[src/rtl/emergency_response_ctrl_pkg.sv]
// Shared definitions for the emergency response controller.
//   state_t       : FSM state encoding, also the value driven on state_o
//   *_DEF         : default timing parameters, in clk_i cycles
package emergency_response_ctrl_pkg;

    typedef enum logic [1:0] {
        ST_IDLE  = 2'd0,
        ST_WARN  = 2'd1,
        ST_ALERT = 2'd2,
        ST_ACKED = 2'd3
    } state_t;

    localparam int DEBOUNCE_CYC_DEF = 4;
    localparam int BEEP_PERIOD_DEF  = 8;
    localparam int SILENCE_CYC_DEF  = 16;

endpackage

[src/rtl/emergency_debounce.sv]
// Level qualifier for one raw input.
//   clk_i   : system clock
//   rst_i   : synchronous active-high reset
//   level_i : raw level
//   qual_o  : high while level_i has been high for DEBOUNCE_CYC earlier cycles
//             and is still high now
module emergency_debounce
    import emergency_response_ctrl_pkg::*;
#(
    parameter int DEBOUNCE_CYC = DEBOUNCE_CYC_DEF
) (
    input  logic clk_i,
    input  logic rst_i,
    input  logic level_i,
    output logic qual_o
);

    localparam int            CW      = $clog2(DEBOUNCE_CYC + 1);
    localparam logic [CW-1:0] CNT_MAX = CW'(DEBOUNCE_CYC);

    logic [CW-1:0] cnt;

    always_ff @(posedge clk_i) begin
        if (rst_i || !level_i) begin
            cnt <= '0;
        end else if (cnt != CNT_MAX) begin
            cnt <= cnt + CW'(1);
        end
    end

    // Gating with the live level means a level that drops on the very cycle it
    // would have qualified is rejected, so a pulse of exactly DEBOUNCE_CYC
    // cycles never qualifies.
    assign qual_o = level_i && (cnt == CNT_MAX);

endmodule

[src/rtl/emergency_response_ctrl.sv]
// Alarm controller between the emergency detector and the home actuators.
// Qualifies the water warning and gas alert levels, latches an alarm state,
// drives buzzer/LEDs/valves and releases only after acknowledge plus all-clear.
//   clk_i, rst_i          : clock, synchronous active-high reset
//   warning_i, alert_i    : raw water-warning / gas-alert levels
//   user_ack_i            : acknowledge (pulse or level)
//   water_valve_close_o   : 1 = close water main (sticky until ACKED->IDLE)
//   gas_valve_close_o     : 1 = close gas main (sticky until ACKED->IDLE)
//   buzzer_o              : beep pattern in WARN / ALERT
//   warning_led_o         : WARN, or ACKED after a warning
//   alert_led_o           : ALERT, or ACKED after an alert
//   state_o               : current state (0 IDLE, 1 WARN, 2 ALERT, 3 ACKED)
module emergency_response_ctrl
    import emergency_response_ctrl_pkg::*;
#(
    parameter int DEBOUNCE_CYC = DEBOUNCE_CYC_DEF,
    parameter int BEEP_PERIOD  = BEEP_PERIOD_DEF,
    parameter int SILENCE_CYC  = SILENCE_CYC_DEF
) (
    input  logic       clk_i,
    input  logic       rst_i,
    input  logic       warning_i,
    input  logic       alert_i,
    input  logic       user_ack_i,
    output logic       water_valve_close_o,
    output logic       gas_valve_close_o,
    output logic       buzzer_o,
    output logic       warning_led_o,
    output logic       alert_led_o,
    output logic [1:0] state_o
);

    localparam int               PH_W       = $clog2(4 * BEEP_PERIOD);
    localparam int               SIL_W      = $clog2(SILENCE_CYC + 1);
    localparam logic [PH_W-1:0]  WARN_WRAP  = PH_W'(4 * BEEP_PERIOD - 1);
    localparam logic [PH_W-1:0]  ALERT_WRAP = PH_W'(2 * BEEP_PERIOD - 1);
    localparam logic [PH_W-1:0]  BEEP_LIM   = PH_W'(BEEP_PERIOD);
    localparam logic [SIL_W-1:0] SIL_MAX    = SIL_W'(SILENCE_CYC);

    state_t             state, state_n;
    logic               warn_q, alert_q, clear_q;
    logic               water_close, gas_close;
    logic               warn_seen, alert_seen;
    logic               from_warn;
    logic [PH_W-1:0]    phase_cnt;
    logic [SIL_W-1:0]   silence_cnt;
    logic               snooze_done;

    emergency_debounce #(.DEBOUNCE_CYC(DEBOUNCE_CYC)) u_deb_warn (
        .clk_i  (clk_i),
        .rst_i  (rst_i),
        .level_i(warning_i),
        .qual_o (warn_q)
    );

    emergency_debounce #(.DEBOUNCE_CYC(DEBOUNCE_CYC)) u_deb_alert (
        .clk_i  (clk_i),
        .rst_i  (rst_i),
        .level_i(alert_i),
        .qual_o (alert_q)
    );

    emergency_debounce #(.DEBOUNCE_CYC(DEBOUNCE_CYC)) u_deb_clear (
        .clk_i  (clk_i),
        .rst_i  (rst_i),
        .level_i(~(warning_i | alert_i)),
        .qual_o (clear_q)
    );

    // silence_cnt is loaded with 1 on entry so it equals the number of cycles
    // already spent in ACKED; the snooze expires after SILENCE_CYC of them.
    assign snooze_done = (silence_cnt == SIL_MAX);

    always_ff @(posedge clk_i) begin
        if (rst_i) begin
            state <= ST_IDLE;
        end else begin
            state <= state_n;
        end
    end

    always_comb begin
        state_n = state;
        case (state)
            ST_IDLE: begin
                if (alert_q) begin
                    state_n = ST_ALERT;
                end else if (warn_q) begin
                    state_n = ST_WARN;
                end
            end
            ST_WARN: begin
                if (alert_q) begin
                    state_n = ST_ALERT;
                end else if (user_ack_i) begin
                    state_n = ST_ACKED;
                end
            end
            ST_ALERT: begin
                if (user_ack_i) begin
                    state_n = ST_ACKED;
                end
            end
            ST_ACKED: begin
                if (clear_q) begin
                    state_n = ST_IDLE;
                end else if (from_warn && alert_q) begin
                    state_n = ST_ALERT;
                end else if (snooze_done) begin
                    if (alert_q) begin
                        state_n = ST_ALERT;
                    end else if (warn_q) begin
                        state_n = ST_WARN;
                    end
                end
            end
            default: state_n = ST_IDLE;
        endcase
    end

    always_ff @(posedge clk_i) begin
        if (rst_i) begin
            water_close <= 1'b0;
            gas_close   <= 1'b0;
            warn_seen   <= 1'b0;
            alert_seen  <= 1'b0;
            from_warn   <= 1'b0;
            phase_cnt   <= '0;
            silence_cnt <= '0;
        end else if (state_n != state) begin
            phase_cnt   <= '0;
            silence_cnt <= SIL_W'(1);
            case (state_n)
                ST_WARN: begin
                    water_close <= 1'b1;
                    warn_seen   <= 1'b1;
                end
                ST_ALERT: begin
                    gas_close  <= 1'b1;
                    alert_seen <= 1'b1;
                    // A direct jump to ALERT skipped the WARN closure of water.
                    if (state == ST_IDLE) begin
                        water_close <= 1'b1;
                    end
                end
                ST_ACKED: from_warn <= (state == ST_WARN);
                default: begin
                    water_close <= 1'b0;
                    gas_close   <= 1'b0;
                    warn_seen   <= 1'b0;
                    alert_seen  <= 1'b0;
                    from_warn   <= 1'b0;
                end
            endcase
        end else begin
            case (state)
                ST_WARN:  phase_cnt <= (phase_cnt == WARN_WRAP)  ? '0 : phase_cnt + PH_W'(1);
                ST_ALERT: phase_cnt <= (phase_cnt == ALERT_WRAP) ? '0 : phase_cnt + PH_W'(1);
                default:  phase_cnt <= '0;
            endcase
            if (state == ST_ACKED && !snooze_done) begin
                silence_cnt <= silence_cnt + SIL_W'(1);
            end
        end
    end

    assign state_o             = state;
    assign water_valve_close_o = water_close;
    assign gas_valve_close_o   = gas_close;
    assign buzzer_o            = ((state == ST_WARN) || (state == ST_ALERT)) && (phase_cnt < BEEP_LIM);
    assign warning_led_o       = (state == ST_WARN)  || ((state == ST_ACKED) && warn_seen);
    assign alert_led_o         = (state == ST_ALERT) || ((state == ST_ACKED) && alert_seen);

endmodule

[config.mk]
export PLATFORM = sky130hd
export DESIGN_NAME = emergency_response_ctrl
export DESIGN_NICKNAME = d
export VERILOG_FILES = /design/src/rtl/emergency_response_ctrl_pkg.sv /design/src/rtl/emergency_debounce.sv /design/src/rtl/emergency_response_ctrl.sv
export SDC_FILE = /design/constraint.sdc
export NUM_CORES = 1
export LEC_CHECK = 0
export ABC_AREA = 1
export BUFFER_PORTS_ARGS = -buffer_cell sky130_fd_sc_hd__buf_4
export CORE_MARGIN = 8
export CORE_UTILIZATION = 59
export DETAILED_ROUTE_END_ITERATION = 10
export PLACE_DENSITY = 0.78
export REMOVE_ABC_BUFFERS = 1
export SYNTH_ARGS = -nofsm -noshare
export SYNTH_HDL_FRONTEND = slang
export SYNTH_SLANG_ARGS = --single-unit
[constraint.sdc]
create_clock -name clk_i -period 2.59 [get_ports clk_i]
set_clock_uncertainty 0.05 [all_clocks]
set_input_delay 0.6475 -clock clk_i [delete_from_list [all_inputs] [get_ports clk_i]]
set_output_delay 0.6475 -clock clk_i [all_outputs]
set_load 0.005 [all_outputs]
==> results_dict.tcl <==
set metrics [dict create \
    global_route.usage.total_pct 14.95 \
    die_area_sq_mm 0.004591 \
    drv_cap 0 \
    crit_buf_inv 3 \
    critPathLaunch "state_o[1]$_SDFF_PP0_" \
    cts.reportedPaths.clkPinSlew_ns 0.14 \
    clkSinkCount 25 \
    required_time_at_the_worst_slack_endpoint_ns 1.89 \
    tightestPinTransition_ns 0.3495 \
    initial_core_util_pct 63.21 \
    worst_setup_end_kind "output port" \
    power-per-cell-area_mw_per_mm2 1009 \
    final.fill_count 218 \
    finalCriticalPeriod_ns 2.443 \
    routed_wire_per_std_cell_microns 12.00 \
    netlist_top_cells_area "dfxtp_1 32%, ha_1 15%, inv_1 8.8%, nand2_1 8.1%, nor2_1 6.4%" \
    number_of_synthesized_flops_with_an_enable_pin 0 \
    cp_slowest_stage_delay_ns 0.49 \
    worstSetupEndpoint "buzzer_o" \
    worstSetupStartpointType "flip-flop" \
    timing.critical_path.max_delay_family "flip-flops" \
    cts_max_path_buffers 2 \
    core.rowCount 18 \
    vias_per_inst 5.229 \
    synthArstFlopShare_pct 0 \
    floorplan.die.width_microns 67.76 \
    r2r_start "state_o[1]$_SDFF_PP0_" \
    timing.critical_path.mode_cell "inv_1" \
    routed_wl_microns 3095 \
    timing.final.crit_share_pct 94.33 \
    cts-htree-levels 1 \
    hold_path_depth 2 \
    dr.first_iter.drc_count 87 \
    setup.reg_to_reg.worst_slack_ns 0.31 \
    numPlacedInstances 254 \
    grt_overflow_total 0 \
    ys_seq_elements 25 \
    peak_ir_drop_on_the_vdd_network_mv 0.7987 \
    r2r.worst_path.cells 13 \
    drive_gt1_share_pct 15.35 \
    gp_congestion 0.9104 \
    r2r-end "water_valve_close_o$_SDFFE_PP0P_" \
    fin_cells 258 \
    synth.cell_area_sq_mm 0.001580 \
    ant_nets 0 \
    largest_net_degree_at_the_start_of_global_routing 15 \
    critical_path.cell_chain "inv_1 -> ha_1 -> inv_1 -> nor3_1 -> buf_4" \
    routed-via-count 1349 \
    synthesis.area_per_instance_sq_um 7.419 \
    antenna_cells_inserted 0 \
    synth-seq-area-share_pct 31.67 \
    core_sq_mm 0.002500 \
    post-synth-top-count-cell "inv_1" \
    min_path_type "reg -> reg" \
    io-pin-count 12 \
    clock_latency_ns 0.33 \
    crit_fanout 9 \
    yosys_warnings 0 \
    timing.final.max_slew_violations 0 \
    final_net_count 253 \
    tritoncts "built" \
    place.detailed.hpwl_microns 2545 \
    drt_drc 0 \
    fin_tns_setup_ns 0 \
    syn_to_final_growth_pct 9.422 \
    cp_data_arrival_time_ns 1.75 \
    synth_top_cell_area_share_pct 31.67 \
    grt_pass1_vias 1294 \
    timing_hold_violations_final 0 \
    netlist_instances 213 \
    cts_made_buffers 3 \
    setup_violations 0 \
    synth_common_cells "37 x inv_1, 34 x nand2_1, 27 x nor2_1" \
    slew_headroom_pct 76.70 \
    grt_setup_unrepaired "false" \
    ys_types 27 \
    cts.root.buffer_cell "clkbuf_4" \
    synth_top_area_cell "dfxtp_1" \
    fmaxAchievable_ghz 0.4093 \
    grt_antenna_before_repair 0 \
    dieHeight_microns 67.76 \
    total_leakage_power_uw 0.0008516 \
    critical-path-slowest-cell "dfxtp_2" \
    cp_num_cells 5 \
    io_buffers 11 \
    status "finished, final reports clean" \
    synth-main-ff-cell "dfxtp_1" \
    worst-setup-path-type "reg -> out" \
    first_pass_detailed_route_iteration_total 4 \
    wire_length_of_the_first_global_routing_pass_microns 5347 \
]
## cell usage in the layout, fill, tap and decap left out, types with 2 or more instances in the layout
cell type and n:
a21oi_1 16, a31oi_1 2, buf_4 11, clkbuf_4 3, clkinv_2 2, dfxtp_1 24
ha_1 19, inv_1 37, nand2_1 34, nand2_2 3, nand2_4 5, nand3_1 10
nand3_2 2, nand4_1 2, nor2_1 27, nor3_2 2, o21ai_0 12, o21ai_1 2
xor2_1 4
## stage by stage
step | instance area [sq um] | power (uW) | hold slack (ns) | worst slack, ns | util, %
after floorplan | 1580 | 1315 | 0.3973 | 0.5217 | -
after global placement | 1700 | 1536 | 0.4083 | 0.2291 | 68.02
after detailed placement | 1700 | 1566 | 0.4206 | 0.2005 | 68.02
after CTS | 1729 | 1750 | 0.4465 | 0.1430 | 69.17
after global routing | 1729 | 1901 | 0.4537 | 0.04792 | 69.17
final | 1729 | 1744 | 0.4430 | 0.1469 | 69.17
## report_power, final
part	switching, uW	internal [uW]	total, uW
Sequential	61.8	437	499
Clock	120	58.0	178
Combinational	662	405	1070
## layer usage
metal	up-vias	global-route usage (%)	wire length, microns
met5	-	0	0
met4	0	8.355	68
met3	7	2.815	108
met2	24	24.85	1471
met1	613	17.62	1446
li1	705	-	-
## cell type report
| type | count | area (sq um) | area share, % |
|---|---|---|---|
| Clock buffer | 3 | 22.52 | 1.302 |
| Clock inverter | 1 | 5.005 | 0.2894 |
| Inverter | 39 | 147.6 | 8.538 |
| Multi-Input combinational cell | 149 | 932.1 | 53.91 |
| Sequential cell | 25 | 501.7 | 29.02 |
| Tap cell | 30 | 37.54 | 2.171 |
| Timing Repair Buffer | 11 | 82.58 | 4.776 |
## how the worst min path moves through the flow
stage / from / endpoint
final: u_deb_alert.cnt[1]$_SDFFE_PP0P_ / u_deb_alert.cnt[1]$_SDFFE_PP0P_
after floorplan: u_deb_alert.cnt[0]$_SDFFE_PP0P_ / u_deb_alert.cnt[0]$_SDFFE_PP0P_
after global placement: u_deb_alert.cnt[1]$_SDFFE_PP0P_ / u_deb_alert.cnt[1]$_SDFFE_PP0P_
after CTS: u_deb_alert.cnt[1]$_SDFFE_PP0P_ / u_deb_alert.cnt[1]$_SDFFE_PP0P_
after global routing: rst_i / state_o[0]$_SDFF_PP0_
after detailed placement: u_deb_clear.cnt[0]$_SDFFE_PP0P_ / u_deb_clear.cnt[0]$_SDFFE_PP0P_
## state kept, by name, indices dropped and copies added (netlist names)
register / count
silence_cnt: 5
u_deb_alert.cnt: 3
from_warn: 1
u_deb_clear.cnt: 3
state_o: 2
alert_seen: 1
u_deb_warn.cnt: 3
warn_seen: 1
phase_cnt: 5
water_valve_close_o: 1
## cells by family after synthesis
kind of cell | Yosys count | synth area share [%]
buffers and inverters | 39 | 9.342
DFF | 25 | 31.67
and+or+nand+nor | 90 | 29.37
AOI/OAI and AO/OA | 35 | 11.80
xor gates and xnor gates | 5 | 2.771
adders and majority gates | 19 | 15.04
## timing repair
item,4_1_cts,5_1_grt
hold buffers,0,0
gates resized for setup,1,0
buffers inserted,0,0
setup endpoints to repair,1,0
## worst register-to-register path: stages, from the launching register on
cell and delay (ns):
dfxtp_2 0.49, inv_1 0.15, ha_1 0.23, inv_1 0.15
o21ai_1 0.09, a21oi_1 0.15, nand2_2 0.10, nand2_4 0.10
inv_1 0.07, ha_1 0.21, a21oi_1 0.21, nand3_1 0.10
nand2_1 0.06, nor2_1 0.04
Power figures use the tool's default switching activity.
